<file path="config.mk">
export PLATFORM = sky130hd
export DESIGN_NAME = serial_complementer
export DESIGN_NICKNAME = d
export VERILOG_FILES = /design/src/rtl/serial_complementer.sv
export SDC_FILE = /design/constraint.sdc
export NUM_CORES = 1
export LEC_CHECK = 0
export ABC_AREA = 1
export CAP_MARGIN = 10
export CORE_ASPECT_RATIO = 2
export CORE_MARGIN = 1
export CORE_UTILIZATION = 40
export DETAILED_ROUTE_END_ITERATION = 6
export GPL_TIMING_DRIVEN = 0
export PLACE_DENSITY_LB_ADDON = 0.2
export RECOVER_POWER = 50
export SLEW_MARGIN = 5
export SYNTH_ARGS = -nofsm -noshare
export SYNTH_HDL_FRONTEND = slang
export SYNTH_SLANG_ARGS = --single-unit
</file>
<file path="constraint.sdc">
create_clock -name clk -period 1.1 [get_ports clk]
set_input_delay 0.165 -clock clk [delete_from_list [all_inputs] [get_ports clk]]
set_output_delay 0.165 -clock clk [all_outputs]
set_load 0.05 [all_outputs]
</file>
<file path="src/rtl/serial_complementer.sv">
// -----------------------------------------------------------------------------
// serial_complementer
//   Bit-serial ones'/twos' complement unit. The block accepts a WIDTH-bit
//   operand over a valid/ready handshake. It processes one bit per clock, LSB
//   first, and streams each result bit. It then presents the parallel result
//   and an overflow flag until the consumer accepts them.
//
// Ports
//   clk        rising-edge clock
//   rst_n      asynchronous active-low reset
//   in_valid   operand/mode valid
//   in_ready   operand can be accepted (IDLE only)
//   in_data    operand, sampled at the accept edge only
//   in_mode    0 = ones' complement, 1 = twos' complement
//   abort      cancels an operation in SHIFT; ignored in IDLE and DONE
//   ser_bit    current result bit, LSB first (0 when not shifting)
//   ser_valid  ser_bit is valid this cycle
//   out_valid  parallel result valid
//   out_ready  consumer accepts the result
//   out_data   complemented result (0 when not in DONE)
//   out_ovf    twos' mode with an operand that is 1 followed by WIDTH-1 zeros
// -----------------------------------------------------------------------------
module serial_complementer #(
  parameter int WIDTH = 8
) (
  input  logic             clk,
  input  logic             rst_n,
  input  logic             in_valid,
  output logic             in_ready,
  input  logic [WIDTH-1:0] in_data,
  input  logic             in_mode,
  input  logic             abort,
  output logic             ser_bit,
  output logic             ser_valid,
  output logic             out_valid,
  input  logic             out_ready,
  output logic [WIDTH-1:0] out_data,
  output logic             out_ovf
);

  localparam int CW = $clog2(WIDTH + 1);
  localparam logic [CW-1:0] LAST_CNT = CW'(WIDTH - 1);

  typedef enum logic [1:0] {
    IDLE  = 2'd0,
    SHIFT = 2'd1,
    DONE  = 2'd2
  } state_e;

  state_e           state_q, state_d;
  logic [WIDTH-1:0] op_q, op_d;
  logic [WIDTH-1:0] res_q, res_d;
  logic [CW-1:0]    cnt_q, cnt_d;
  logic             mode_q, mode_d;
  logic             seen_q, seen_d;
  logic             ovf_q, ovf_d;

  logic             bit_s;
  logic             res_bit_s;
  logic             last_s;

  // Twos' complement: bits up to and including the first 1 pass through.
  // Every bit after that 1 is inverted.
  assign bit_s     = op_q[0];
  assign res_bit_s = mode_q ? (seen_q ? ~bit_s : bit_s) : ~bit_s;
  assign last_s    = (cnt_q == LAST_CNT);

  // State register.
  always_ff @(posedge clk or negedge rst_n) begin
    if (!rst_n) begin
      state_q <= IDLE;
    end else begin
      state_q <= state_d;
    end
  end

  // Next-state logic; abort takes priority over completion of the final bit.
  always_comb begin
    state_d = state_q;
    case (state_q)
      IDLE: begin
        if (in_valid) begin
          state_d = SHIFT;
        end else begin
          state_d = IDLE;
        end
      end
      SHIFT: begin
        if (abort) begin
          state_d = IDLE;
        end else if (last_s) begin
          state_d = DONE;
        end else begin
          state_d = SHIFT;
        end
      end
      DONE: begin
        if (out_ready) begin
          state_d = IDLE;
        end else begin
          state_d = DONE;
        end
      end
      default: state_d = IDLE;
    endcase
  end

  // Datapath next-state: load at accept, then shift one bit per SHIFT cycle.
  always_comb begin
    op_d   = op_q;
    res_d  = res_q;
    cnt_d  = cnt_q;
    mode_d = mode_q;
    seen_d = seen_q;
    ovf_d  = ovf_q;
    case (state_q)
      IDLE: begin
        if (in_valid) begin
          op_d   = in_data;
          mode_d = in_mode;
          res_d  = '0;
          cnt_d  = '0;
          seen_d = 1'b0;
          ovf_d  = 1'b0;
        end else begin
          op_d = op_q;
        end
      end
      SHIFT: begin
        if (!abort) begin
          op_d   = op_q >> 1;
          res_d  = {res_bit_s, res_q[WIDTH-1:1]};
          cnt_d  = cnt_q + CW'(1);
          seen_d = seen_q | bit_s;
          if (last_s) begin
            // The MSB is set and no lower bit was 1, so no positive counterpart exists.
            ovf_d = mode_q & bit_s & ~seen_q;
          end else begin
            ovf_d = ovf_q;
          end
        end else begin
          op_d = op_q;
        end
      end
      default: begin
        op_d = op_q;
      end
    endcase
  end

  // Datapath registers.
  always_ff @(posedge clk or negedge rst_n) begin
    if (!rst_n) begin
      op_q   <= '0;
      res_q  <= '0;
      cnt_q  <= '0;
      mode_q <= 1'b0;
      seen_q <= 1'b0;
      ovf_q  <= 1'b0;
    end else begin
      op_q   <= op_d;
      res_q  <= res_d;
      cnt_q  <= cnt_d;
      mode_q <= mode_d;
      seen_q <= seen_d;
      ovf_q  <= ovf_d;
    end
  end

  // Outputs are decoded from registered state only. Result fields are masked
  // outside DONE, so partial or aborted results are never visible.
  always_comb begin
    in_ready  = 1'b0;
    ser_valid = 1'b0;
    ser_bit   = 1'b0;
    out_valid = 1'b0;
    out_data  = '0;
    out_ovf   = 1'b0;
    case (state_q)
      IDLE: begin
        in_ready = 1'b1;
      end
      SHIFT: begin
        ser_valid = 1'b1;
        ser_bit   = res_bit_s;
      end
      DONE: begin
        out_valid = 1'b1;
        out_data  = res_q;
        out_ovf   = ovf_q;
      end
      default: begin
        in_ready = 1'b0;
      end
    endcase
  end

endmodule

</file>
# Yosys cells after proc, flatten, opt, wreduce, memory -nomap -nowiden
# Cells that the tools add are included.
# totals
output_inout_bits	13
latchBits	0
regBits	25
ramBits	0
romBits	0
memories	0
wordCells	52
inputBits	14
# op_classes
n_reduce_logical	5
order_cmp	0
n_addsub	1
n_eq_ne	6
shifts	0
n_div	0
muxes	28
bitwise_logic	5
n_mul	0
# op_table
operator	n
$mux W8	5
$pmux W8 S2	2
$mux W1	12
$mux W4	2
$pmux W4 S2	1
$mux W2	3
$ne A2 B2 Y1 const B	3
$pmux W2 S3	1
$add A4 B1 Y4 const B	1
$eq A4 B3 Y1 const B	1
$pmux W1 S2	2
$reduce_and A4 Y1	1
$reduce_and A3 Y1	1
$and A1 B1 Y1	2
$eq A2 B1 Y1 const B	1
$eq A2 B2 Y1 const B	1
$logic_not A2 Y1	1
$not A1 Y1	2
$reduce_and A2 Y1	1
$reduce_bool A2 Y1	1
$or A1 B1 Y1	1

# Logic depth before layout (Yosys ltp)
# Gate-level depths: netlist (run 1).
# logic_depth
ltp_word	5
mapped_depth	8
ltp_nobuf	8

# Worst setup path after synthesis (run 1)
# Ideal clock, no wire load.
# synth_timing
path_type	register -> register
start	register state_q[0]
end	register res_q[7]
slack_ps	-1138
setup_time_ps	76
path_buffers	0
arrival_time_ps	2162
t_required_ps	1024
synth_period_minus_slack_ps	2238
stages_incl_launch_ff	7
cell_sequence	dfrtp_1 inv_2 nor2_1 nand2_1 nor2_1 nand2_1 o21ai_1
# synth_between
elab_chain_cells	3
word_cells_on_any_way	7
cone_classes	3 x eq/ne; 1 x mux; 3 x reduce/logical
# synth_rtl
element	line	text
start, declared	50	state_e state_q, state_d;
start signal, assigned	73	state_q <= state_d;
$eq A2 B1 Y1 or $logic_not A2 Y1 (tied branches)	116	case (state_q)
$ne A2 B2 Y1 (no line) or $reduce_bool A2 Y1 (tied branches)	--	
$reduce_and A3 Y1 (no line)	--	
end signal, assigned	162	res_q <= res_d;
end, declared	52	logic [WIDTH-1:0] res_q, res_d;
# Parallel ways exist; a longest one is shown, timed or not.
# A chain may end at the register's enable or synchronous reset.

# Final worst setup path (run 1)
# layout_timing
start	register state_q[0]
end	output out_data[4]
# layout_between
elab_chain_cells	2
# layout_rtl
element	line	text
$eq A2 B2 Y1	179	case (state_q)
$mux W8	179	
end, declared	37	output logic [WIDTH-1:0] out_data,
# No other way between the ends.

==> results of run 1 <==
-- layout make-up --
class,count,area (sq um)
fillers,203,717
multi-input cells,93,698
flip-flops and latches,25,628
repair buffers,46,494
inverters,26,104
plain buffers,6,81.3
clock buffers,4,45.0
well taps,29,36.3
-- sequential cells by signal, summed over array words and instances (netlist names) --
register,cells
state_q,2
res_q,8
seen_q,1
op_q,8
cnt_q,4
mode_q,1
ovf_q,1
-- power by group through the flow --
| stage | logic (uW) | registers (uW) | clock network (uW) |
|---|---|---|---|
| final | 1400 | 1200 | 562 |
| after global routing | 1520 | 1210 | 594 |
| after CTS | 1170 | 1190 | 553 |
| after detailed placement | 883 | 1220 | 0 |
| after global placement | 856 | 1210 | 0 |
| after floorplan | 645 | 1190 | 0 |
-- placed cells by master (no fill, tap or decap) --
cell and n:
dlygate4sd3_1 1, o21ai_1 12, nor2_2 1, nand3b_1 1, clkdlybuf4s50_1 12, nand2_2 8
ha_2 1, inv_1 19, dfrtp_1 23, inv_4 1, nand2_4 6, nor2_1 6
a21oi_1 2, clkinvlp_4 1, clkbuf_8 3, inv_2 5, o21ai_2 8, buf_6 25
dlygate4sd2_1 1, clkbuf_1 1, buf_4 8, nand3_2 2, ha_4 1, o22ai_1 1
o22ai_2 7, clkbuf_16 2, nand3_1 5, nand2_1 18, buf_8 3, nor2_4 14
dfrtp_2 2
-- kinds of logic after synthesis --
logic type,share of synthesized area
and+or+nand+nor,0.209
AOI/OAI and AO/OA,0.134
adders and majority gates,0.0210
buffers and inverters,0.112
DFF,0.524
-- timing repair --
item                       in CTS  in global routing
hold buffers                    0                  1
cloned                          5                  0
pin swaps                       7                 10
setup buffers                   7                  6
setup endpoints to repair      62                 38
gates resized for setup       124                 38
hold endpoints to repair        0                  9
-- critical path: cells and delay by family, from the launching register on --
family,cells,cell delay [ns]
buf+inv,3,0.43
simple gates,2,0.16
flops,1,0.45
-- per-layer routing --
layer | part of all wire | wire length [um] | vias to the layer above
met5 | 0 | 0 | -
met4 | 0.012 | 40 | 0
met2 | 0.60 | 2070 | 30
li1 | - | - | 570
met1 | 0.36 | 1260 | 568
met3 | 0.023 | 79 | 4
-- per-stage QoR --
stage	worst slack, ns	hold WS, ns	power, uW	instance area (sq um)
2_1_floorplan	-0.323	-0.131	1840	1320
3_3_place_gp	-0.762	0.459	2060	1620
3_5_place_dp	-0.789	0.465	2100	1620
4_1_cts	-0.341	0.267	2910	1890
5_1_grt	-0.413	0.497	3320	2090
6_report	-0.391	0.456	3160	2090
-- worst min-delay path by stage --
stage,end,slack [ns],start
final,res_q[1],0.46,rst_n
after global routing,res_q[1],0.50,rst_n
after CTS,res_q[0],0.27,rst_n
after detailed placement,ovf_q,0.47,ovf_q
after global placement,ovf_q,0.46,ovf_q
after floorplan,cnt_q[0],-0.13,rst_n
==> flow_summary.toml, run 1 <==
[run_status]
status = "complete, but fails checks"
violations = "setup timing"

[sta]
period_share = 1.36
rsz0062_at_grt = "true"
tightest_slew_ns = 0.432
drv_slew = 0
tns_ns = -10.87
fin_crit_ns = 1.49
worst_slack_ns = -0.391
fmax_mhz = 671
finalHoldViolations = 0
finalSetupViolCount = 38
maxSlewHeadroom = 0.712
finClkSkew_ns = 0.00509

[cells_and_area]
final_cells = 229
syn_to_final_growth_pct = 74.8
final_util = 0.744
finalNetCount = 217
antenna_cells = 0
drive_above_1_share = 0.490

[global_routing]
grtUsageMet1 = 0.233
antenna_found_initial = 0
grt.met2_usage = 0.417
grtUsageTotal = 0.224
gr-usage-met3 = 0.0196
grt_max_degree = 26
grt_pass1_wl_mm = 5.03
grt_pass1_vias = 1154
grt_busiest_layer = "met2"
grt_overflow = 0

[setup_path]
worstRegToRegCells = 8
r2r-end = "ovf_q"
path_class = "reg2out"
max_stage_delay_ns = 0.45
cp-startpoint = "state_q[0]"
endpoint = "out_data[4]"
crit_fanout = 5
slowest_stage = "dfrtp_2"
ff2ff_setup_slack_ns = -0.33
end_kind = "primary output"
path_cells = "inv_4, nand2_4, clkbuf_16, nor2_4, buf_6"
r2r_start = "state_q[1]"
required_ns = 0.94
cp.arrival_ns = 1.33
start_kind = "flop"

[yosys]
syn_area_per_cell_sq_um = 7.96
yosysTopAreaCellShare = 0.524
ys_seq_area_frac = 0.524
synthFlopType = "dfrtp_1"
syn_area_sq_mm = 0.00119
yosysWarnings = 0
ys_seq_elements = 25
ys_top_cells_by_area = "dfrtp_1 52%, nand2_1 9.4%, inv_1 7.9%"
synthCells = 150
yosysMostFrequentCell = "nand2_1"
synth_common_cells = "30 x nand2_1, 25 x dfrtp_1, 25 x inv_1, 20 x nor2_1, 18 x o21ai_1"
synth_cell_type_count = 17
synth_top_area_cell = "dfrtp_1"
synth-async-reset-ratio = 1.00
syn_nets = 166
synth_edf_count = 0

[detailed_routing]
ant_nets = 0
dr.pass1.iters = 4
vias = 1172
wl_per_cell_um = 15.1
drc = 0
initialDrtViolationCount = 46
routed_via_density = 5.12
routed_wl_mm = 3.46

[clock_tree]
cts_tree = "done"
clockBufferDepth = 2
numCtsBuffers = 3
clock-sinks = 25
cts-root-buf = "clkbuf_8"
clock_latency_ns = 0.27
clk_pin_slew_ns = 0.09
htreeDepth = 1

[die]
die_h_um = 79.3
rows = 27
dieWidth_um = 40.6
initial_utilization = 0.426
dieArea_sq_mm = 0.00322
ios = 27
core_sq_mm = 0.00280

[run]
maxCapViolCount = 0

[power_and_ir_drop]
p_sw_frac = 0.374
p_per_area_mw_per_mm2 = 1510
p_comb_frac = 0.444
intPower_uw = 1980
seq_power_share = 0.379
peakVddDrop_uv = 1250
p_leak_uw = 0.000931
power_frac_clock = 0.178
switching_power_uw = 1180

[placement]
dp.cells = 205
globalplace.congestion = 0.715
numPortBuffers = 26
hpwl_mm = 2.00

[hold_path]
hp-class = "in2async"
No activity file was read; power rests on OpenSTA's default activity.
==> run 2, diff against run 1 <==
CORE_MARGIN = default   (was 1)
==> results of run 2 <==
The final DEF is identical to that of run 1; final timing and power are the same.
